## src/rtl/pipe_ctrl_pkg.sv

```systemverilog
// pipe_ctrl_pkg: state encoding and default timing constants shared by the pipeline sequencer
package pipe_ctrl_pkg;
  localparam logic [2:0] ST_INIT   = 3'd0;
  localparam logic [2:0] ST_RUN    = 3'd1;
  localparam logic [2:0] ST_LSTALL = 3'd2;
  localparam logic [2:0] ST_DRAIN  = 3'd3;
  localparam logic [2:0] ST_HALT   = 3'd4;
  localparam logic [2:0] ST_STEP   = 3'd5;
  localparam int unsigned RST_HOLD_DEF = 5;
  localparam int unsigned DRAIN_DEF    = 4;
  localparam int unsigned CNT_W_DEF    = 16;
endpackage

```

## src/rtl/pipe_ctrl_cnt.sv

```systemverilog
// pipe_ctrl_cnt: 3-bit down-counter (load has priority, dec=0 freezes, stops at zero); ports clk, load, load_val, dec, cnt, zero
module pipe_ctrl_cnt (
  input  logic       clk,
  input  logic       load,
  input  logic [2:0] load_val,
  input  logic       dec,
  output logic [2:0] cnt,
  output logic       zero
);
  always_ff @(posedge clk)
    if (load) cnt <= load_val;
    else if (dec && !zero) cnt <= cnt - 3'd1;
  assign zero = cnt == 3'd0;
endmodule

```

## src/rtl/pipe_ctrl.sv

```systemverilog
// pipe_ctrl: 5-stage sequencer turning hazards/branches/debug halt into Mealy stall/flush/bubble controls; ports clk, rst, hz_load, br_taken, halt_req, step_req, wb_valid -> stall_fe, stall_re, bubble_ex, flush_fe, flush_re, run, halted, state, stall_cnt, ret_cnt (counters live only with PIPE_PERF_CNT_EN)
module pipe_ctrl
  import pipe_ctrl_pkg::*;
#(
  parameter int unsigned RST_HOLD   = RST_HOLD_DEF,
  parameter int unsigned LOAD_STALL = 1,
  parameter int unsigned DRAIN      = DRAIN_DEF,
  parameter int unsigned CNT_W      = CNT_W_DEF
) (
  input  logic             clk,
  input  logic             rst,
  input  logic             hz_load,
  input  logic             br_taken,
  input  logic             halt_req,
  input  logic             step_req,
  input  logic             wb_valid,
  output logic             stall_fe,
  output logic             stall_re,
  output logic             bubble_ex,
  output logic             flush_fe,
  output logic             flush_re,
  output logic             run,
  output logic             halted,
  output logic [2:0]       state,
  output logic [CNT_W-1:0] stall_cnt,
  output logic [CNT_W-1:0] ret_cnt
);
  logic [2:0] nxt, cnt, ld_val;
  logic ld, dec, zero;
  pipe_ctrl_cnt u_cnt (
    .clk(clk),
    .load(ld),
    .load_val(ld_val),
    .dec(dec),
    .cnt(cnt),
    .zero(zero)
  );
  always_comb begin
    stall_fe = 1'b0;
    stall_re = 1'b0;
    bubble_ex = 1'b0;
    flush_fe = 1'b0;
    flush_re = 1'b0;
    nxt = state;
    ld = 1'b0;
    ld_val = 3'(DRAIN - 1);
    dec = 1'b0;
    case (state)
      ST_INIT: begin
        stall_fe = 1'b1;
        bubble_ex = 1'b1;
        flush_fe = 1'b1;
        flush_re = 1'b1;
        dec = 1'b1;
        nxt = zero ? ST_RUN : ST_INIT;
      end
      ST_RUN:
        if (br_taken) begin
          flush_fe = 1'b1;
          flush_re = 1'b1;
        end else if (hz_load) begin
          stall_fe = 1'b1;
          stall_re = 1'b1;
          bubble_ex = 1'b1;
          if (LOAD_STALL > 1) begin
            nxt = ST_LSTALL;
            ld = 1'b1;
            ld_val = 3'(LOAD_STALL - 2);
          end
        end else if (halt_req) begin
          nxt = ST_DRAIN;
          ld = 1'b1;
        end
      ST_LSTALL:
        if (br_taken) begin
          flush_fe = 1'b1;
          flush_re = 1'b1;
          nxt = ST_RUN;
        end else begin
          stall_fe = 1'b1;
          stall_re = 1'b1;
          bubble_ex = 1'b1;
          dec = 1'b1;
          nxt = zero ? ST_RUN : ST_LSTALL;
        end
      ST_DRAIN: begin
        stall_fe = 1'b1;
        flush_fe = 1'b1;
        flush_re = br_taken;
        stall_re = hz_load & ~br_taken;
        bubble_ex = hz_load & ~br_taken;
        dec = ~(hz_load & ~br_taken);
        nxt = dec && zero ? ST_HALT : ST_DRAIN;
      end
      ST_HALT: begin
        stall_fe = 1'b1;
        flush_fe = 1'b1;
        nxt = !halt_req ? ST_RUN : step_req ? ST_STEP : ST_HALT;
      end
      ST_STEP: begin
        nxt = ST_DRAIN;
        ld = 1'b1;
      end
      default: nxt = ST_INIT;
    endcase
    if (rst) begin
      nxt = ST_INIT;
      ld = 1'b1;
      ld_val = 3'(RST_HOLD - 1);
    end
  end
  always_ff @(posedge clk) state <= nxt;
  assign run = state == ST_RUN;
  assign halted = state == ST_HALT;
`ifdef PIPE_PERF_CNT_EN
  always_ff @(posedge clk)
    if (rst) begin
      stall_cnt <= '0;
      ret_cnt <= '0;
    end else begin
      if (bubble_ex && state != ST_INIT && !(&stall_cnt)) stall_cnt <= stall_cnt + 1'b1;
      if (wb_valid && !(&ret_cnt)) ret_cnt <= ret_cnt + 1'b1;
    end
`else
  logic unused_wb;
  assign unused_wb = wb_valid;
  assign stall_cnt = '0;
  assign ret_cnt = '0;
`endif
endmodule

```

## config.mk

```make
export PLATFORM = sky130hd
export DESIGN_NAME = pipe_ctrl
export DESIGN_NICKNAME = d
export VERILOG_FILES = /design/src/rtl/pipe_ctrl_pkg.sv /design/src/rtl/pipe_ctrl_cnt.sv /design/src/rtl/pipe_ctrl.sv
export SDC_FILE = /design/constraint.sdc
export NUM_CORES = 1
export LEC_CHECK = 0
export BUFFER_PORTS_ARGS = -buffer_cell sky130_fd_sc_hd__buf_4
export CORE_AREA = 10 10 55 57
export CTS_BUF_LIST = sky130_fd_sc_hd__clkbuf_4
export DETAILED_ROUTE_END_ITERATION = 16
export DIE_AREA = 0 0 65 67
export GPL_ROUTABILITY_DRIVEN = 0
export PLACE_DENSITY = 0.83
export REMOVE_ABC_BUFFERS = 1
export SYNTH_ARGS = -nofsm -noshare
export SYNTH_HDL_FRONTEND = slang
export SYNTH_SLANG_ARGS = --single-unit
```

## constraint.sdc

```tcl
create_clock -name clk -period 2.1 [get_ports clk]
set_input_delay 0.315 -clock clk [delete_from_list [all_inputs] [get_ports clk]]
set_output_delay 0.315 -clock clk [all_outputs]
set_load 0.05 [all_outputs]
```

# --- Word-level counts from Yosys, hierarchy flattened ---
# Cells that the tools add are included.
classes:
  mux: 28
  bitwise_logic: 3
  n_reduce_logical: 9
  eq_ne: 8
  addsub: 1
op_table:
  columns: ["operator", "n"]
  rows:
  - ["2-to-1 mux 3 bit", 8]
  - ["case mux 3 bit (6 select lines)", 1]
  - ["case mux 1 bit (3 select lines)", 4]
  - ["2-to-1 mux 1 bit", 10]
  - ["equality test 3 x 2 -> 1 bit, second input constant", 2]
  - ["equality test 3 bit, second input constant", 2]
  - ["zero test 3 bit", 2]
  - ["!= test 2 bit, second input constant", 3]
  - ["2-to-1 mux 2 bit", 2]
  - ["case mux 1 bit (2 select lines)", 2]
  - ["case mux 1 bit (4 select lines)", 1]
  - ["equality test 3 x 1 -> 1 bit, second input constant", 1]
  - ["AND reduction 3 bit", 1]
  - ["OR reduction 3 bit", 1]
  - ["subtractor 3 x 1 -> 3 bit, second input constant", 1]
  - ["logical AND 1 bit", 2]
  - ["inverter 1 bit", 2]
  - ["nonzero test 2 bit", 1]
  - ["OR reduction 2 bit", 1]
  - ["bitwise AND 1 bit", 1]
  - ["zero test 1 bit", 1]
totals:
  output_inout_bits: 42
  ff_bits: 6

# --- Longest topological paths before layout ---
depth:
  depth_word: 7
  ltp_mapped: 5

# --- By module ---
# Synthesis repeated with hierarchy kept, for this count alone.
unflattened:
  cells_unflattened: 97
  area_unflattened_um2: 793.3
modules_own_cells:
  columns: ["module", "cells_per_inst", "area_per_inst_um2", "instances", "seq_area_each_um2"]
  rows:
  - ["pipe_ctrl", 82, 616.8, 1, 60.1]
  - ["pipe_ctrl_cnt", 15, 176.4, 1, 90.1]

# --- Least setup slack after synthesis ---
# Ideal clock, no wire load.
synth_path:
  path_type: "register to output"
  from: "reg state[0]"
  to: "out bubble_ex"
  arrival_time_ps: 2364
  stages_incl_launch_ff: 4
  slack_ps: -579
  path_buffers: 0
  t_required_ps: 1785
  cell_sequence: "dfxtp_1 -> mux2i_1 -> nor3_1 -> or2_2"
synth_via:
  elab_chain_len: 2
  word_cells_on_any_way: 5
  cone_classes: "3 x eq/ne; 1 x mux; 1 x reduce/logical"
synth_lines:
  columns: ["item", "line_no", "text"]
  rows:
  - ["from (decl)", "pipe_ctrl.sv:24", "output logic [2:0] state,"]
  - ["from (signal assigned)", "pipe_ctrl.sv:112", "always_ff @(posedge clk) state <= nxt;"]
  - ["equality test 3 x 2 -> 1 bit (tied with other cells)", "pipe_ctrl.sv:48", "case (state)"]
  - ["case mux 1 bit (4 select lines) (*)", "pipe_ctrl.sv:48", null]
  - ["to (decl)", "pipe_ctrl.sv:19", "output logic bubble_ex,"]
# Mark *: on every way between the ends. The rest lies on a longest branch, timed or not.

# --- Final worst setup path ---
# Same ends and word-level chain as after synthesis.

==> results by group <==
Outcome
  • Status: completed

Yosys
  • Post-synth top area share: 0.320
  • Synth Flop Type: edfxtp_1
  • Fraction of registers with async set/reset: 0
  • Mapped Cells: around 90
  • Register area share after synthesis: 0.200
  • Synthesis Warnings: 0
  • FF+latch count, synth: 6
  • Number of synthesized flops with an enable pin: 3
  • Synth Cell Area: around 750 µm²
  • Post-Syn Area per Cell: 8.16 µm²
  • Top cells by area, synth: buf_4 (32%), edfxtp_1 (12%), dfxtp_1 (8.0%)
  • Synth cell types: 35
  • Most frequent cell after synthesis: buf_4
  • Synth top cells by count: buf_4 (32), nor2_1 (6), a21oi_1 (5), inv_1 (4), nand2b_1 (4)
  • Synth area leader: buf_4

Clocking
  • CTS tree: built
  • CTS root buf: clkbuf_4
  • Clock tree buffer depth: 2
  • Sink Count: 6
  • Clk slew on worst S/H paths: approximately 0.040 ns
  • Post-CTS Resized: 0
  • H-tree depth: 1
  • Post-CTS repair timing setup buffer count: 0
  • Num CTS Buffers: 3
  • Clk_lat worst skew: approximately 0.25 ns
  • Hold_buf cts: 0

Route
  • Detailed Route WL: 1640 µm
  • DR iter-0 viols: 29
  • First-pass DRT Iterations: 4
  • DRC viols: 0
  • Routed wire per std cell: 12.3 µm
  • Vias/cell: approximately 4.3
  • Antenna-violating nets left: 0
  • Vias: approximately 580

GRT
  • First-pass GRT wire length: 2470 µm
  • Initial antenna violation count: 0
  • Vias in the first global route: 585
  • Total congestion overflow: 0
  • Largest net degree at the start of global routing: 17
  • GRT Util Overall: 0.0687

Critical path
  • Worst-path maximum fanout: 13
  • Worst setup EP type: output pin
  • Critical path data arrival time: between 1.5 and 2 ns
  • Worst EP required: 1.78 ns
  • WS Path Type: flop to output pin
  • Worst setup SP type: flop

Finish
  • Diode count: 0
  • Fillers: between 150 and 200
  • Nets: between 100 and 150
  • Layout cells sized above 1: 0.236
  • FF/Latch Area: 150 µm²
  • Area occupied by multi-input gates: 425 µm²
  • Synth-to-layout area growth: 2.67%

Timing
  • Min cycle time layout: just under 2 ns
  • Final period util: 0.944
  • Slew Viols, Final: 0
  • RSZ-0062 raised after global routing: no
  • Final hold vios: 0
  • F_max: 505 MHz
  • # setup viols final: 0
  • Worst Skew: approximately 0.013 ns
  • Final worst setup slack: 0.119 ns

Place
  • I/O Buffers: 15
  • Place WS: 0.377 ns
  • Final HPWL DP: between 1000 and 1500 µm

Job
  • Max Cap Viol: 0

Die
  • I/O pin count: slightly below 50
  • Die height: between 60 and 70 µm
  • Row count: 16
  • Core ar.: ~2000 µm²
  • Starting Density: 0.387
  • Die width: approximately 65 µm
  • Die area: 4360 µm²

Power
  • Pwr Total: around 1.1 mW
  • Pwr/cell area: between 1000 and 1500 nW/µm²
  • Pleak: about 0.38 nW
  • Peak supply drop: 0.000708 V

Hold path
  • Hold crit path type: primary input to flop
==> power breakdown <==
group / internal, mW / total, mW / leakage (nW) / switching [mW]
combinational: 0.213 / 0.727 / 0.303 / 0.514
clock: 0.0852 / 0.133 / 0.0184 / 0.0476
sequential: 0.178 / 0.247 / 0.0557 / 0.0693
total: 0.476 / 1.11 / 0.377 / 0.631
==> final timing paths <==
| check | from | to | slack (ns) | depth (start not counted) |
|---|---|---|---|---|
| max | state[0] | bubble_ex | 0.12 | 4 |
| min | halt_req | state[2] | 0.34 | 3 |
| max reg2reg | u_cnt.cnt[0] | u_cnt.cnt[0] | 0.42 | 5 |
| min reg2reg | u_cnt.cnt[0] | u_cnt.cnt[0] | 0.57 | 1 |
==> cell families after synthesis <==
group,share of synthesized area
adders and majority gates,0.0333
and+or+nand+nor,0.175
muxes,0.0133
AOI/OAI and AO/OA,0.173
other,0.00500
buffers and inverters,0.388
DFF,0.200
xor gates and xnor gates,0.0117
==> critical path, cell delays in order (launching register included) <==
cell	delay, ns
dfxtp_1	0.60
mux2i_1	0.24
nor3_1	0.08
or2_2	0.31
buf_4	0.19
==> area by class of cell <==
type                            instances  share of cell area
Multi-Input combinational cell         76               0.552
Sequential cell                         6               0.195
Timing Repair Buffer                   15               0.146
Tap cell                               27              0.0438
Clock buffer                            4              0.0390
Inverter                                5              0.0244
==> per-layer routing <==
| metal | vias up | wire length, µm | global-route usage |
|---|---|---|---|
| li1 | 275 | - | - |
| met1 | 249 | 737 | 0.0844 |
| met2 | 49 | 633 | 0.0911 |
| met3 | 2 | 260 | 0.0569 |
| met4 | 0 | 8 | 0.00802 |
| met5 | - | 0 | 0 |
==> layout by cell type, fill, tap and decap left out, types with 3 or more instances in the layout <==
cell and n:
nand2b_1 4, edfxtp_1 3, nor2_1 6, buf_4 15, dfxtp_1 3, clkbuf_4 4, inv_1 4, a21oi_1 5
conb_1 32
==> through the flow <==
stage | utilization | hold slack [ns] | area, µm² | setup TNS, ns | cells
final | 0.397 | 0.343 | 771 | 0 | 133
after global routing | 0.397 | 0.343 | 771 | 0 | 133
after CTS | 0.397 | 0.324 | 771 | 0 | 133
after detailed placement | 0.381 | 0.569 | 741 | 0 | 129
after global placement | 0.381 | 0.555 | 741 | 0 | 129
after floorplan | - | 0.452 | 594 | -1.14 | 87
==> sequential cells by signal, summed over array words and instances (netlist names) <==
name,flops
state,3
u_cnt.cnt,3
No activity file was read; power rests on OpenSTA's default activity.
